===== config.mk =====
export PLATFORM = sky130hd
export DESIGN_NAME = hsv_core_flush_unit_flat
export DESIGN_NICKNAME = d
export VERILOG_FILES = /design/src/rtl/hsv_core_flush_pkg.sv /design/src/rtl/hsv_core_pkg.sv /design/src/rtl/hsv_core_flush_unit_if.sv /design/src/rtl/hsv_core_flush_drain_collector.sv /design/src/rtl/hsv_core_flush_unit.sv /design/src/flat_wrapper.sv
export SDC_FILE = /design/constraint.sdc
export NUM_CORES = 1
export LEC_CHECK = 0
export BUFFER_PORTS_ARGS = -buffer_cell sky130_fd_sc_hd__buf_4
export CAP_MARGIN = 5
export CORE_MARGIN = 4
export CORE_UTILIZATION = 49
export DETAILED_ROUTE_END_ITERATION = 10
export PLACE_DENSITY_LB_ADDON = 0.05
export SLEW_MARGIN = 15
export SYNTH_ARGS = -nofsm -noshare
export SYNTH_HDL_FRONTEND = slang
export SYNTH_SLANG_ARGS = --single-unit

===== constraint.sdc =====
create_clock -name clk_core -period 4.1 [get_ports clk_core]
set_input_delay 0.82 -clock clk_core [delete_from_list [all_inputs] [get_ports clk_core]]
set_output_delay 0.82 -clock clk_core [all_outputs]
set_load 0.005 [all_outputs]

===== src/rtl/hsv_core_flush_pkg.sv =====
// Types and constants for the pipeline flush unit.
package hsv_core_flush_pkg;

    typedef enum logic [1:0] {
        IDLE     = 2'd0,
        DRAIN    = 2'd1,
        REDIRECT = 2'd2,
        ACK      = 2'd3
    } flush_state_t;

    localparam int FLUSH_STATS_W = 32;

    // Increment that sticks at all-ones instead of wrapping.
    function automatic logic [FLUSH_STATS_W-1:0] sat_inc(input logic [FLUSH_STATS_W-1:0] value);
        return (&value) ? value : value + 1'b1;
    endfunction

endpackage


===== src/rtl/hsv_core_pkg.sv =====
// Core-wide shared types.
package hsv_core_pkg;

    typedef logic [31:0] word;

endpackage


===== src/rtl/hsv_core_flush_unit_if.sv =====
// Flush request/ack handshake from the ctrlstatus FSM plus the fetch redirect channel.
interface hsv_core_flush_unit_if;
    import hsv_core_pkg::*;

    logic flush_req;
    word  flush_target;
    logic flush_ack;
    logic fetch_redirect_valid;
    word  fetch_redirect_pc;
    logic fetch_redirect_ready;

    // Environment side: the requesting FSM and the fetch unit.
    modport master (
        output flush_req,
        output flush_target,
        output fetch_redirect_ready,
        input  flush_ack,
        input  fetch_redirect_valid,
        input  fetch_redirect_pc
    );

    // Flush unit side.
    modport slave (
        input  flush_req,
        input  flush_target,
        input  fetch_redirect_ready,
        output flush_ack,
        output fetch_redirect_valid,
        output fetch_redirect_pc
    );

endinterface


===== src/rtl/hsv_core_flush_drain_collector.sv =====
// Sticky per-stage drained mask; all_drained also folds in the current cycle's input.
module hsv_core_flush_drain_collector #(
    parameter int NUM_STAGES = 4
) (
    input  logic                  clk,
    input  logic                  rst,
    input  logic                  clear,
    input  logic [NUM_STAGES-1:0] stage_drained,
    output logic                  all_drained
);

    logic [NUM_STAGES-1:0] mask_reg;
    logic [NUM_STAGES-1:0] merged;

    always_ff @(posedge clk) begin
        if (rst || clear) begin
            mask_reg <= '0;
        end else begin
            mask_reg <= mask_reg | stage_drained;
        end
    end

    genvar gi;
    generate
        for (gi = 0; gi < NUM_STAGES; gi++) begin : g_merge
            assign merged[gi] = mask_reg[gi] | stage_drained[gi];
        end
    endgenerate

    assign all_drained = &merged;

endmodule


===== src/rtl/hsv_core_flush_unit.sv =====
// Pipeline flush sequencer: flush all stages, wait for drain, redirect fetch, ack the FSM.
// Optional statistics counters are enabled with HSV_CORE_FLUSH_STATS_EN.
module hsv_core_flush_unit
    import hsv_core_pkg::*;
    import hsv_core_flush_pkg::*;
#(
    parameter int NUM_STAGES = 4
) (
    input  logic                     clk_core,
    input  logic                     rst_core,
    hsv_core_flush_unit_if.slave     flush_if,
    output logic [NUM_STAGES-1:0]    stage_flush,
    input  logic [NUM_STAGES-1:0]    stage_drained
`ifdef HSV_CORE_FLUSH_STATS_EN
    ,
    output logic [FLUSH_STATS_W-1:0] stat_flushes,
    output logic [FLUSH_STATS_W-1:0] stat_flush_cycles
`endif
);

    flush_state_t          state_reg, state_next;
    logic                  flush_ack_reg, flush_ack_next;
    logic [NUM_STAGES-1:0] stage_flush_reg, stage_flush_next;
    logic                  redirect_valid_reg, redirect_valid_next;
    word                   redirect_pc_reg, redirect_pc_next;
    logic                  all_drained;
    logic                  start_flush;

    assign start_flush = (state_reg == IDLE) && flush_if.flush_req;

    // Mask is cleared on the IDLE->DRAIN edge, so drained levels seen while idle never count.
    hsv_core_flush_drain_collector #(
        .NUM_STAGES (NUM_STAGES)
    ) u_drain_collector (
        .clk           (clk_core),
        .rst           (rst_core),
        .clear         (start_flush),
        .stage_drained (stage_drained),
        .all_drained   (all_drained)
    );

    always_ff @(posedge clk_core) begin
        if (rst_core) begin
            state_reg          <= IDLE;
            flush_ack_reg      <= 1'b0;
            stage_flush_reg    <= '0;
            redirect_valid_reg <= 1'b0;
            redirect_pc_reg    <= '0;
        end else begin
            state_reg          <= state_next;
            flush_ack_reg      <= flush_ack_next;
            stage_flush_reg    <= stage_flush_next;
            redirect_valid_reg <= redirect_valid_next;
            redirect_pc_reg    <= redirect_pc_next;
        end
    end

    always_comb begin
        state_next          = state_reg;
        flush_ack_next      = flush_ack_reg;
        stage_flush_next    = stage_flush_reg;
        redirect_valid_next = redirect_valid_reg;
        redirect_pc_next    = redirect_pc_reg;

        unique case (state_reg)
            IDLE: begin
                if (flush_if.flush_req) begin
                    state_next       = DRAIN;
                    stage_flush_next = {NUM_STAGES{1'b1}};
                end
            end
            DRAIN: begin
                // Target is only stable once DRAIN has run, so it is sampled on exit.
                if (all_drained) begin
                    state_next          = REDIRECT;
                    redirect_pc_next    = flush_if.flush_target;
                    redirect_valid_next = 1'b1;
                end
            end
            REDIRECT: begin
                if (flush_if.fetch_redirect_ready) begin
                    state_next          = ACK;
                    redirect_valid_next = 1'b0;
                    flush_ack_next      = 1'b1;
                end
            end
            ACK: begin
                if (!flush_if.flush_req) begin
                    state_next       = IDLE;
                    flush_ack_next   = 1'b0;
                    stage_flush_next = '0;
                end
            end
            default: state_next = IDLE;
        endcase
    end

    assign flush_if.flush_ack            = flush_ack_reg;
    assign flush_if.fetch_redirect_valid = redirect_valid_reg;
    assign flush_if.fetch_redirect_pc    = redirect_pc_reg;
    assign stage_flush                   = stage_flush_reg;

`ifdef HSV_CORE_FLUSH_STATS_EN
    logic [FLUSH_STATS_W-1:0] stat_flushes_reg;
    logic [FLUSH_STATS_W-1:0] stat_flush_cycles_reg;

    always_ff @(posedge clk_core) begin
        if (rst_core) begin
            stat_flushes_reg      <= '0;
            stat_flush_cycles_reg <= '0;
        end else begin
            if (start_flush) begin
                stat_flushes_reg <= sat_inc(stat_flushes_reg);
            end
            if (state_reg != IDLE) begin
                stat_flush_cycles_reg <= sat_inc(stat_flush_cycles_reg);
            end
        end
    end

    assign stat_flushes      = stat_flushes_reg;
    assign stat_flush_cycles = stat_flush_cycles_reg;
`endif

endmodule


===== src/flat_wrapper.sv =====
// flat-port wrapper written by rule: the top's interface ports become plain ports
module hsv_core_flush_unit_flat import hsv_core_pkg::*; import hsv_core_flush_pkg::*;
#(
    parameter int NUM_STAGES = 4
)
  (clk_core, rst_core, stage_flush, stage_drained, flush_if_flush_req, flush_if_flush_target, flush_if_fetch_redirect_ready, flush_if_flush_ack, flush_if_fetch_redirect_valid, flush_if_fetch_redirect_pc);
  hsv_core_flush_unit_if flush_if_i ();
  input  logic clk_core;
  input  logic rst_core;
  output logic [NUM_STAGES-1:0] stage_flush;
  input  logic [NUM_STAGES-1:0] stage_drained;
  input wire logic [$bits(flush_if_i.flush_req)-1:0] flush_if_flush_req;
  input wire logic [$bits(flush_if_i.flush_target)-1:0] flush_if_flush_target;
  input wire logic [$bits(flush_if_i.fetch_redirect_ready)-1:0] flush_if_fetch_redirect_ready;
  output wire logic [$bits(flush_if_i.flush_ack)-1:0] flush_if_flush_ack;
  output wire logic [$bits(flush_if_i.fetch_redirect_valid)-1:0] flush_if_fetch_redirect_valid;
  output wire logic [$bits(flush_if_i.fetch_redirect_pc)-1:0] flush_if_fetch_redirect_pc;
  assign flush_if_i.flush_req = flush_if_flush_req;
  assign flush_if_i.flush_target = flush_if_flush_target;
  assign flush_if_i.fetch_redirect_ready = flush_if_fetch_redirect_ready;
  assign flush_if_flush_ack = flush_if_i.flush_ack;
  assign flush_if_fetch_redirect_valid = flush_if_i.fetch_redirect_valid;
  assign flush_if_fetch_redirect_pc = flush_if_i.fetch_redirect_pc;
  hsv_core_flush_unit #(.NUM_STAGES(NUM_STAGES)) u_core (.clk_core(clk_core), .rst_core(rst_core), .flush_if(flush_if_i), .stage_flush(stage_flush), .stage_drained(stage_drained));
endmodule

==> qor.csv, run 1 <==
metric;value;unit
outcome;finished clean;
Final nets;280;
synth top area cells;sky130_fd_sc_hd__dfxtp_1 51%, sky130_fd_sc_hd__mux2i_1 20%, sky130_fd_sc_hd__nor2_1 10%;
cell area after synthesis;1620;sq um
Synth-to-Final Area Change;38.7;%
cell type with the highest aggregate area in the netlist;sky130_fd_sc_hd__dfxtp_1;
gpl congestion;0.757;
initial DRC count;48;
Slew Limit Headroom;50.6;%
Critical Path Fanout Max;20;
type of destination of the critical path;flop;
# diodes;0;
CORE AREA;3100;sq um
layout cell share with drive strength beyond 1;37.6;%
TritonCTS clock tree;built;
instance count of the mapped netlist;161;
number of distinct library cells after synthesis;21;
met3 Use GR;7.18;%
delay-heaviest family, CP;simple AND/OR/NAND/NOR gates;
commonest non-fill, non-tap cells in the layout;78 x sky130_fd_sc_hd__buf_4, 43 x sky130_fd_sc_hd__nor2_1, 41 x sky130_fd_sc_hd__dfxtp_1, 33 x sky130_fd_sc_hd__mux2i_1, 7 x sky130_fd_sc_hd__nand2_1;
number of sinks handled by clock tree synthesis;41;
type of the most critical hold path;reg2reg;
worst setup slack after layout;1.86;ns
global route overflow;0;
utilization of the core after routing;72.5;%
maximum level of the CTS H-tree;2;
total routed wirelength;3530;um
Seq/Total Area, Yosys;50.6;%
critical path class;reg2reg;
number of setup buffers added after CTS;0;
Net Count, Synth;205;
number of slew-limit violations in the final report;0;
cell with the largest stage delay on the worst path;sky130_fd_sc_hd__nor3_4;
clock period minus worst slack;2.24;ns
clock slew at reported path FFs;0.11;ns
Horiz. Die Dim;65.5;um
DR vias;1346;
tightest hold margin;0.487;ns
flops & latches, synth;41;
count of port buffers added during placement;77;
maximum number of pins on one net before global-route repair;37;
portion of synthesized cell area occupied by the leading cell type;50.6;%
Peak VDD IR;0.248;mV
via density per instance;4.79;
Setup-failing EPs final;0;
post-place setup slack;1.52;ns
Detailed Place HPWL;2780;um
Root Driver;sky130_fd_sc_hd__clkbuf_4;
Detail Route Antenna Nets;0;
RSZ-0062 raised after global routing;false;
number of non-filler instances in the completed layout;281;
clock latency of the later-clocked register in the worst-skew pair;0.34;ns
ratio of final minimum period to clock period;54.6;%
Die H;65.5;um
number of instances resized during post-cts repair;0;
area of the die;4290;sq um
total buffers and inverters traversed by the critical path;3;
number of flip-flops under the largest register name;32;
Total Routing Usage GR;18.0;%
number of clock buffers inserted by TritonCTS;5;
most numerous cell on the critical path;sky130_fd_sc_hd__inv_1;
cts hold-fix bufs;0;
slew at the pin closest to its max-slew limit;0.739;ns
Filler cells;259;
num rows;20;
number of antenna violations at the first check in global routing;0;
top-level port count;78;
per-instance average area after synthesis;10.1;sq um
maximum capacitance violations;0;
Post-route DRC;0;
wire length of the first global-routing pass;5930;um
element type at the critical path start;flop;
sequence of cells on the critical path;inv_1 > ha_1 > inv_1 > nor3_4 > buf_4 > mux2i_1 > nor2_1;
met2 track demand over resource in global routing;32.5;%
number of global-route vias before repair;1374;
Clock Path Buffers;2;
most utilized layer in the global route result;met2;
Final Skew;0.00845;ns
critical path required time;4.32;ns
Synth warnings;0;
met1 layer usage reported by global route;18.2;%
CP peak stage delay;0.64;ns
arrival time at the worst endpoint;2.46;ns
average wire per cell in the routed design;12.6;um
initial cell density of the core;52.3;%
Static Leakage;0.997;nW
leading cell type in the layout, fill and taps excluded;sky130_fd_sc_hd__buf_4;
maximum clock rate;446;MHz
number of failing hold endpoints at the final stage;0;
# placed instances;273;
DRT Pass-1 Iters;4;
sum of negative setup slack;0;ns
power per cell area;414;nW/um^2
final cells by class:
| cell class | count | area [sq um] | area share (%) |
|---|---|---|---|
| Tap cell | 44 | 55.1 | 2.45 |
| Clock buffer | 7 | 65.1 | 2.89 |
| Clock inverter | 1 | 5.00 | 0.222 |
| Sequential cell | 41 | 821 | 36.5 |
| Timing Repair Buffer | 78 | 586 | 26.0 |
| Inverter | 6 | 22.5 | 1.00 |
| Multi-Input combinational cell | 104 | 696 | 30.9 |
cell usage after synthesis (all sizes together):
master	count
nor2	43
dfxtp	41
mux2i	33
nand2	7
buf	6
inv	6
clkbuf	4
ha	4
a21oi	3
o21ai	3
o22ai	3
a211o	1
nand2b	1
nor2b	1
nor3	1
o21a	1
o21bai	1
o221a	1
o311ai	1
worst min-delay path: cells and delay by family (launching register included):
| kind | cells | cell delay [ns] |
|---|---|---|
| flip-flops | 1 | 0.33 |
| AND/OR/NAND/NOR | 2 | 0.13 |
through the flow:
| stage | total power (W) | area [sq um] |
|---|---|---|
| after floorplan | 0.000627 | 1620 |
| after global placement | 0.000706 | 2180 |
| after detailed placement | 0.000722 | 2180 |
| after CTS | 0.000942 | 2250 |
| after global routing | 0.000995 | 2250 |
| final | 0.000931 | 2250 |
power breakdown:
part           internal, W  switching [W]  leakage [nW]  total [W]
clock network    0.0000995       0.000120        0.0413   0.000220
registers         0.000437      0.0000296         0.332   0.000467
logic             0.000131       0.000113         0.623   0.000244
total             0.000668       0.000263         0.997   0.000931
logic make-up (layout without fill, tap and decap cells):
kind of cell,after synthesis,after routing,synth area share [%]
AOI/OAI and AO/OA,14,14,6.10
adders and majority gates,4,4,3.09
buffers and inverters,16,92,6.48
DFF,41,41,50.6
muxes,33,33,20.4
and+or+nand+nor,53,53,13.3
worst paths after layout:
kind,from,endpoint,slack [ns],depth (start not counted)
max,u_core.state_reg[1]$_SDFFE_PP0P_,u_core.flush_if.fetch_redirect_pc[12]$_SDFFE_PP0P_,1.86,7
min,u_core.u_drain_collector.mask_reg[0]$_SDFF_PP0_,u_core.u_drain_collector.mask_reg[0]$_SDFF_PP0_,0.49,2
max reg2reg,u_core.state_reg[1]$_SDFFE_PP0P_,u_core.flush_if.fetch_redirect_pc[12]$_SDFFE_PP0P_,1.86,7
min reg2reg,u_core.u_drain_collector.mask_reg[0]$_SDFF_PP0_,u_core.u_drain_collector.mask_reg[0]$_SDFF_PP0_,0.49,2
per-layer routing:
layer	share of wire [%]	wire, um
met3	10	355
met1	37	1320
met5	0	0
met4	1.3	47
met2	51	1810
(Power assumes the default switching activity.)
==> inputs of run 2 (changes only) <==
--- a/config.mk
+++ b/config.mk
@@ -5,10 +5,11 @@
 export SDC_FILE = /design/constraint.sdc
 export NUM_CORES = 1
 export LEC_CHECK = 0
+export ABC_AREA = 1
 export BUFFER_PORTS_ARGS = -buffer_cell sky130_fd_sc_hd__buf_4
 export CAP_MARGIN = 5
 export CORE_MARGIN = 4
-export CORE_UTILIZATION = 49
+export CORE_UTILIZATION = 41
 export DETAILED_ROUTE_END_ITERATION = 10
 export PLACE_DENSITY_LB_ADDON = 0.05
 export SLEW_MARGIN = 15
==> constraint.sdc (replaced) <==
create_clock -name clk_core -period 1.97 [get_ports clk_core]
set_input_delay 0.394 -clock clk_core [delete_from_list [all_inputs] [get_ports clk_core]]
set_output_delay 0.394 -clock clk_core [all_outputs]
set_load 0.005 [all_outputs]
==> run 2 against run 1 <==
- utilization is 12 points lower
- via count is 4.7% higher
- combinational power is 150% higher
- critical endpoint is now u_core.state_reg[0]$_SDFFE_PP0P_
- sequential power is 120% higher
- largest cell class unchanged
- clock skew is 0.0039 ns lower
==> qor.csv, run 2 <==
metric;value;unit;change
gpl congestion;0.816;;was 0.757
path depth of the worst reg2reg path;8;;was 7
top-level port count;78;;unchanged
leading cell type in the layout, fill and taps excluded;sky130_fd_sc_hd__buf_4;;unchanged
WL met2;1510;um;was 1810 um
Horiz. Die Dim;71.2;um;was 65.5 um
Hold Crit Depth;2;;unchanged
sum of negative setup slack;0;ns;unchanged
area of the die;5070;sq um;was 4290 sq um
number of antenna violations at the first check in global routing;0;;unchanged
total met3 wirelength after detailed routing;315;um;was 355 um
layout cell share with drive strength beyond 1;33.8;%;was 37.6%
clock slew at reported path FFs;0.07;ns;was 0.11 ns
maximum capacitance violations;0;;unchanged
Net Count, Synth;244;;was 205
Static Leakage;1.02;nW;was 0.997 nW
Post-route DRC;0;;unchanged
type of destination of the critical path;flop;;unchanged
RSZ-0062 raised after global routing;false;;unchanged
arrival time at the worst endpoint;1.68;ns;was 2.46 ns
number of global-route vias before repair;1225;;was 1374
maximum level of the CTS H-tree;2;;unchanged
Final Skew;0.00456;ns;was 0.00845 ns
number of instances resized during post-cts repair;0;;unchanged
wire length of the first global-routing pass;5330;um;was 5930 um
initial DRC count;71;;was 48
Total Routing Usage GR;12.9;%;was 18.0%
outcome;finished clean;;unchanged
power per cell area;938;nW/um^2;was 414 nW/um^2
# diodes;0;;unchanged
clock period minus worst slack;1.51;ns;was 2.24 ns
combined area of the multi-input logic cells;568;sq um;was 696 sq um
CORE AREA;3770;sq um;was 3100 sq um
critical path required time;2.14;ns;was 4.32 ns
commonest register cell after synthesis;sky130_fd_sc_hd__dfxtp_1;;unchanged
worst reg2reg setup slack;0.46;ns;was 1.86 ns
number of flip-flops under the largest register name;32;;unchanged
flops & latches, synth;41;;unchanged
cell with the most instances after synthesis;sky130_fd_sc_hd__dfxtp_1;;was sky130_fd_sc_hd__nor2_1
Final nets;319;;was 280
most used standard cells in the synthesized netlist;41 x sky130_fd_sc_hd__dfxtp_1, 39 x sky130_fd_sc_hd__inv_1, 37 x sky130_fd_sc_hd__a21oi_1;;was 43 x sky130_fd_sc_hd__nor2_1, 41 x sky130_fd_sc_hd__dfxtp_1, 33 x sky130_fd_sc_hd__mux2i_1
share of synthesized flip-flops with an asynchronous set or reset;0;%;unchanged
maximum clock rate;664;MHz;was 446 MHz
endpoint of the worst register-to-register path;u_core.state_reg[0]$_SDFFE_PP0P_;;was u_core.flush_if.fetch_redirect_pc[12]$_SDFFE_PP0P_
type of the most critical hold path;in2reg;;was reg2reg
average wire per cell in the routed design;10.7;um;was 12.6 um
instance count of the mapped netlist;200;;was 161
TritonCTS clock tree;built;;unchanged
cts hold-fix bufs;0;;unchanged
Seq/Total Area, Yosys;50.1;%;was 50.6%
metal1 wirelength;1610;um;was 1320 um
utilization of the core after routing;60.8;%;was 72.5%
number of failing hold endpoints at the final stage;0;;unchanged
top routing layer in use;met4;;unchanged
Synth-to-Final Area Change;40.1;%;was 38.7%
global route overflow;0;;unchanged
launch instance of the worst register-to-register path;u_core.state_reg[0]$_SDFFE_PP0P_;;was u_core.state_reg[1]$_SDFFE_PP0P_
sequence of cells on the critical path;inv_1 > ha_1 > nand2_1 > nand2_1 > a21oi_1 > nand3_1 > nand2_1 > nor2_1;;was inv_1 > ha_1 > inv_1 > nor3_4 > buf_4 > mux2i_1 > nor2_1
delay-heaviest family, CP;flip-flops;;was simple AND/OR/NAND/NOR gates
total buffers and inverters traversed by the critical path;1;;was 3
Die H;71.2;um;was 65.5 um
Synth warnings;0;;unchanged
synth top area cells;sky130_fd_sc_hd__dfxtp_1 50%, sky130_fd_sc_hd__a21oi_1 11%, sky130_fd_sc_hd__inv_1 8.9%;;was sky130_fd_sc_hd__dfxtp_1 51%, sky130_fd_sc_hd__mux2i_1 20%, sky130_fd_sc_hd__nor2_1 10%
slew at the pin closest to its max-slew limit;0.330;ns;was 0.739 ns
Filler cells;366;;was 259
Worst Hold End;u_core.flush_if.fetch_redirect_valid$_SDFFE_PP0P_;;was u_core.u_drain_collector.mask_reg[0]$_SDFF_PP0_
cell area after synthesis;1640;sq um;was 1620 sq um
Root Driver;sky130_fd_sc_hd__clkbuf_8;;was sky130_fd_sc_hd__clkbuf_4
element type at the critical path start;flop;;unchanged
DRT Pass-1 Iters;4;;unchanged
Peak VDD IR;0.511;mV;was 0.248 mV
commonest non-fill, non-tap cells in the layout;79 x sky130_fd_sc_hd__buf_4, 41 x sky130_fd_sc_hd__dfxtp_1, 39 x sky130_fd_sc_hd__inv_1, 37 x sky130_fd_sc_hd__a21oi_1, 26 x sky130_fd_sc_hd__o21ai_1;;was 78 x sky130_fd_sc_hd__buf_4, 43 x sky130_fd_sc_hd__nor2_1, 41 x sky130_fd_sc_hd__dfxtp_1, 33 x sky130_fd_sc_hd__mux2i_1, 7 x sky130_fd_sc_hd__nand2_1
via density per instance;4.36;;was 4.79
design area;2290;sq um;was 2250 sq um
number of clock buffers inserted by TritonCTS;5;;unchanged
placed instance area;2210;sq um;was 2180 sq um
CP peak stage delay;0.40;ns;was 0.64 ns
Setup-failing EPs final;0;;unchanged
area taken by flip-flops and latches;821;sq um;unchanged
per-instance average area after synthesis;8.19;sq um;was 10.1 sq um
cell with the largest stage delay on the worst path;sky130_fd_sc_hd__dfxtp_1;;was sky130_fd_sc_hd__nor3_4
count of port buffers added during placement;77;;unchanged
most numerous cell on the critical path;sky130_fd_sc_hd__nand2_1;;was sky130_fd_sc_hd__inv_1
Critical Path Fanout Max;4;;was 20
portion of synthesized cell area occupied by the leading cell type;50.1;%;was 50.6%
Clock Path Buffers;2;;unchanged
critical path class;reg2reg;;unchanged
number of setup buffers added after CTS;0;;unchanged
number of sinks handled by clock tree synthesis;41;;unchanged
number of distinct library cells after synthesis;19;;was 21
ratio of final minimum period to clock period;76.4;%;was 54.6%
EDFF count, synth;0;;unchanged
total routed wirelength;3450;um;was 3530 um
num rows;22;;was 20
initial cell density of the core;43.4;%;was 52.3%
Detail Route Antenna Nets;0;;unchanged
min-delay src;rst_core;;was u_core.u_drain_collector.mask_reg[0]$_SDFF_PP0_
DR vias;1409;;was 1346
number of slew-limit violations in the final report;0;;unchanged
cell type with the highest aggregate area in the netlist;sky130_fd_sc_hd__dfxtp_1;;unchanged
clock latency of the later-clocked register in the worst-skew pair;0.28;ns;was 0.34 ns
Detailed Place HPWL;2610;um;was 2780 um
maximum number of pins on one net before global-route repair;35;;was 37
Slew Limit Headroom;78.0;%;was 50.6%
-- run 2: cell types whose count changed after synthesis, moves of 3 or more --
| cell | delta |
|---|---|
| sky130_fd_sc_hd__o21ai_1 | +26 |
| sky130_fd_sc_hd__nor2_1 | -33 |
| sky130_fd_sc_hd__inv_1 | +33 |
| sky130_fd_sc_hd__mux2i_1 | -33 |
| sky130_fd_sc_hd__nand3_1 | +3 |
| sky130_fd_sc_hd__buf_8 | -3 |
| sky130_fd_sc_hd__buf_6 | +6 |
| sky130_fd_sc_hd__nor2_2 | +4 |
| sky130_fd_sc_hd__nand2_1 | +6 |
| sky130_fd_sc_hd__a21oi_1 | +34 |
| sky130_fd_sc_hd__clkbuf_1 | -3 |
-- run 2: kinds of logic (layout without fill, tap and decap cells) --
family,count (synthesis),count (layout),share of synthesized area [%]
AOI/OAI and AO/OA,71,71,22.2
buffers and inverters,51,126,15.2
DFF,41,41,50.1
and+or+nand+nor,33,33,9.40
adders and majority gates,4,4,3.06
-- run 2: through the flow --
stage | total power, W | hold slack, ns | worst slack, ns | instances
floorplan | 0.00140 | 0.438 | 0.679 | 200
global placement | 0.00164 | 0.431 | 0.474 | 316
detailed placement | 0.00165 | 0.435 | 0.446 | 316
CTS | 0.00218 | 0.292 | 0.462 | 323
global route | 0.00229 | 0.288 | 0.314 | 323
finish | 0.00215 | 0.304 | 0.464 | 323
-- run 2: power breakdown --
part | internal, W | total (W) | switching (W)
clock network | 0.000278 | 0.000529 | 0.000251
logic | 0.000309 | 0.000606 | 0.000298
registers | 0.000944 | 0.00102 | 0.0000720
total | 0.00153 | 0.00215 | 0.000621
-- run 2: area by class of cell --
class | instances | share of cell area, %
Sequential cell | 41 | 35.8
Inverter | 39 | 6.38
Timing Repair Buffer | 80 | 26.7
Multi-Input combinational cell | 108 | 24.8
Tap cell | 48 | 2.62
Clock buffer | 7 | 3.76
-- run 2: worst max path at each step --
stage / startpoint / end / slack (ns) / cells past startpoint
3_5_place_dp: stage_drained[2] / u_core.flush_if.fetch_redirect_pc[29]$_SDFFE_PP0P_ / 0.45 / 7
6_report: u_core.state_reg[0]$_SDFFE_PP0P_ / u_core.state_reg[0]$_SDFFE_PP0P_ / 0.46 / 8
3_3_place_gp: stage_drained[2] / u_core.flush_if.fetch_redirect_pc[29]$_SDFFE_PP0P_ / 0.47 / 7
4_1_cts: u_core.state_reg[1]$_SDFFE_PP0P_ / u_core.flush_if.fetch_redirect_pc[29]$_SDFFE_PP0P_ / 0.46 / 6
5_1_grt: u_core.state_reg[1]$_SDFFE_PP0P_ / u_core.flush_if.fetch_redirect_pc[15]$_SDFFE_PP0P_ / 0.31 / 6
2_1_floorplan: u_core.state_reg[0]$_SDFFE_PP0P_ / u_core.state_reg[0]$_SDFFE_PP0P_ / 0.68 / 8
-- run 2: per-layer routing --
layer	vias to the layer above	track usage (%)
li1	788	-
met1	576	16.7
met2	43	20.3
met3	2	4.69
met4	0	3.13
met5	-	0
==> inputs of run 3 (changes only) <==
==> constraint.sdc (replaced) <==
create_clock -name clk_core -period 1.3 [get_ports clk_core]
set_input_delay 0.26 -clock clk_core [delete_from_list [all_inputs] [get_ports clk_core]]
set_output_delay 0.26 -clock clk_core [all_outputs]
set_load 0.005 [all_outputs]
==> run 3 against run 2 <==
- utilization rose by 2.1 points
- clock skew increased by 0.00065 ns
- die area unchanged
- sequential power increased by 51%
- critical path depth unchanged
- via count up 4.8%
- register-to-register slack worse by 0.42 ns
- flip-flop and latch count is the same
- design area up 3.5%
- largest cell class unchanged
- largest power group unchanged
==> qor.csv, run 3 (same netlist as run 2, synthesis figures left out) <==
metric;value;unit;change
outcome;finished clean;;unchanged
Peak VDD IR;0.915;mV;was 0.511 mV
number of flip-flops under the largest register name;32;;unchanged
# diodes;0;;unchanged
clock slew at reported path FFs;0.08;ns;was 0.07 ns
via density per instance;4.50;;was 4.36
top-level port count;78;;unchanged
gpl congestion;0.768;;was 0.816
met1 layer usage reported by global route;17.2;%;was 16.7%
Total Routing Usage GR;13.5;%;was 12.9%
arrival time at the worst endpoint;1.44;ns;was 1.68 ns
number of gates on the worst path with buffers counted;8;;unchanged
sum of negative setup slack;0;ns;unchanged
maximum clock rate;797;MHz;was 664 MHz
number of clock buffers inserted by TritonCTS;5;;unchanged
# placed instances;320;;was 316
Root Driver;sky130_fd_sc_hd__clkbuf_8;;unchanged
Post-route DRC;0;;unchanged
commonest non-fill, non-tap cells in the layout;81 x sky130_fd_sc_hd__buf_4, 39 x sky130_fd_sc_hd__inv_1, 39 x sky130_fd_sc_hd__dfxtp_1, 35 x sky130_fd_sc_hd__a21oi_1, 29 x sky130_fd_sc_hd__o21ai_1;;was 79 x sky130_fd_sc_hd__buf_4, 41 x sky130_fd_sc_hd__dfxtp_1, 39 x sky130_fd_sc_hd__inv_1, 37 x sky130_fd_sc_hd__a21oi_1, 26 x sky130_fd_sc_hd__o21ai_1
DR vias;1476;;was 1409
area of the die;5070;sq um;unchanged
Critical Path Fanout Max;4;;unchanged
TritonCTS clock tree;built;;unchanged
Horiz. Die Dim;71.2;um;unchanged
number of failing hold endpoints at the final stage;0;;unchanged
cts hold-fix bufs;0;;unchanged
Setup-failing EPs final;0;;unchanged
type of destination of the critical path;flop;;unchanged
delay-heaviest family, CP;simple AND/OR/NAND/NOR gates;;was flip-flops
path depth of the worst reg2reg path;8;;unchanged
most numerous cell on the critical path;sky130_fd_sc_hd__nand2_1;;unchanged
Detailed Place HPWL;2600;um;was 2610 um
maximum number of pins on one net before global-route repair;33;;was 35
total buffers and inverters traversed by the critical path;1;;unchanged
initial cell density of the core;43.4;%;unchanged
Static Leakage;1.05;nW;was 1.02 nW
worst reg2reg setup slack;0.04;ns;was 0.46 ns
critical path class;reg2reg;;unchanged
number of sinks handled by clock tree synthesis;41;;unchanged
clock period minus worst slack;1.26;ns;was 1.51 ns
maximum capacitance violations;0;;unchanged
critical path required time;1.48;ns;was 2.14 ns
element type at the critical path start;flop;;unchanged
number of slew-limit violations in the final report;0;;unchanged
end point of the critical path;u_core.state_reg[0]$_SDFFE_PP0P_;;unchanged
Clock Path Buffers;2;;unchanged
endpoint of the worst register-to-register path;u_core.state_reg[0]$_SDFFE_PP0P_;;unchanged
wire length of the first global-routing pass;5550;um;was 5330 um
critical path startpoint;u_core.state_reg[0]$_SDFFE_PP0P_;;unchanged
average wire per cell in the routed design;10.7;um;about the same
sequence of cells on the critical path;inv_1 > ha_2 > nand2_1 > nand2_2 > a21oi_4 > nand3_1 > nand2_1 > nor2_1;;was inv_1 > ha_1 > nand2_1 > nand2_1 > a21oi_1 > nand3_1 > nand2_1 > nor2_1
RSZ-0062 raised after global routing;true;;was false
slew at the pin closest to its max-slew limit;0.195;ns;was 0.330 ns
Synth-to-Final Area Change;45.0;%;was 40.1%
leading cell type in the layout, fill and taps excluded;sky130_fd_sc_hd__buf_4;;unchanged
Slew Limit Headroom;86.9;%;was 78.0%
launch instance of the worst register-to-register path;u_core.state_reg[0]$_SDFFE_PP0P_;;unchanged
met2 track demand over resource in global routing;21.3;%;was 20.3%
num rows;22;;unchanged
DRT Pass-1 Iters;4;;unchanged
initial DRC count;73;;was 71
most utilized layer in the global route result;met2;;unchanged
Final nets;323;;was 319
Filler cells;346;;was 366
total routed wirelength;3510;um;was 3450 um
power per cell area;1430;nW/um^2;was 938 nW/um^2
number of global-route vias before repair;1266;;was 1225
cell with the largest stage delay on the worst path;sky130_fd_sc_hd__dfxtp_2;;was sky130_fd_sc_hd__dfxtp_1
global route overflow;0;;unchanged
count of port buffers added during placement;77;;unchanged
ratio of final minimum period to clock period;96.6;%;was 76.4%
CORE AREA;3770;sq um;unchanged
met3 Use GR;5.68;%;was 4.69%
Die H;71.2;um;unchanged
layout cell share with drive strength beyond 1;37.9;%;was 33.8%
Final Skew;0.00522;ns;was 0.00456 ns
CP peak stage delay;0.37;ns;was 0.40 ns
number of non-filler instances in the completed layout;328;;was 323
maximum level of the CTS H-tree;2;;unchanged
number of antenna violations at the first check in global routing;0;;unchanged
Detail Route Antenna Nets;0;;unchanged
type of the most critical hold path;in2reg;;unchanged
clock latency of the later-clocked register in the worst-skew pair;0.28;ns;about the same
run 3: where the power goes:
group	switching [W]	total (W)	internal, W
clock network	0.000423	0.000793	0.000370
registers	0.000108	0.00154	0.00144
logic	0.000505	0.00107	0.000564
total	0.00103	0.00340	0.00237
run 3: timing repair:
action                                 in CTS  in global routing
setup endpoints to repair                   2                 35
pin swaps                                   0                  3
setup buffers                               0                  0
gates resized for setup                     2                  9
endpoints found under the hold margin       0                  0
run 3: worst min path at each step:
stage | from | to | slack (ns) | cells after the start
floorplan | rst_core | u_core.flush_if.fetch_redirect_valid$_SDFFE_PP0P_ | 0.33 | 1
global placement | u_core.flush_if.fetch_redirect_pc[10]$_SDFFE_PP0P_ | u_core.flush_if.fetch_redirect_pc[10]$_SDFFE_PP0P_ | 0.43 | 2
detailed placement | u_core.flush_if.fetch_redirect_pc[19]$_SDFFE_PP0P_ | u_core.flush_if.fetch_redirect_pc[19]$_SDFFE_PP0P_ | 0.43 | 2
CTS | rst_core | u_core.flush_if.fetch_redirect_valid$_SDFFE_PP0P_ | 0.14 | 2
global route | rst_core | u_core.state_reg[1]$_SDFFE_PP0P_ | 0.14 | 2
finish | rst_core | u_core.state_reg[1]$_SDFFE_PP0P_ | 0.14 | 2
run 3: per-layer routing:
| metal | vias up | share of wire, % |
|---|---|---|
| met5 | - | 0 |
| met4 | 0 | 0.37 |
| met3 | 2 | 11 |
| met2 | 49 | 46 |
| met1 | 632 | 43 |
| li1 | 793 | - |
run 3: per-stage QoR:
step	utilization, %	setup WS (ns)	cell area [sq um]	total power (W)	hold slack [ns]
global placement	60.0	-0.0436	2260	0.00257	0.430
global route	63.0	-0.0118	2370	0.00364	0.138
finish	63.0	0.0446	2370	0.00340	0.141
detailed placement	60.0	-0.101	2260	0.00258	0.433
CTS	62.4	0.00150	2350	0.00341	0.138
floorplan	-	0.00882	1640	0.00213	0.329
run 3: worst register-to-register path, cell delays in order (launching register included):
cell and delay, ns:
sky130_fd_sc_hd__dfxtp_2 0.37, sky130_fd_sc_hd__inv_1 0.07, sky130_fd_sc_hd__ha_2 0.18, sky130_fd_sc_hd__nand2_1 0.09, sky130_fd_sc_hd__nand2_2 0.08, sky130_fd_sc_hd__a21oi_4 0.15
sky130_fd_sc_hd__nand3_1 0.10, sky130_fd_sc_hd__nand2_1 0.07, sky130_fd_sc_hd__nor2_1 0.04
run 3: cell type report:
cell class,instances,area [sq um],area share (%)
repair buffers,84,668,28.1
clock buffers,5,68.8,2.90
clock inverters,3,17.5,0.738
multi-input cells,108,591,24.9
inverters,39,146,6.16
flip-flops and latches,41,823,34.7
well taps,48,60.1,2.53
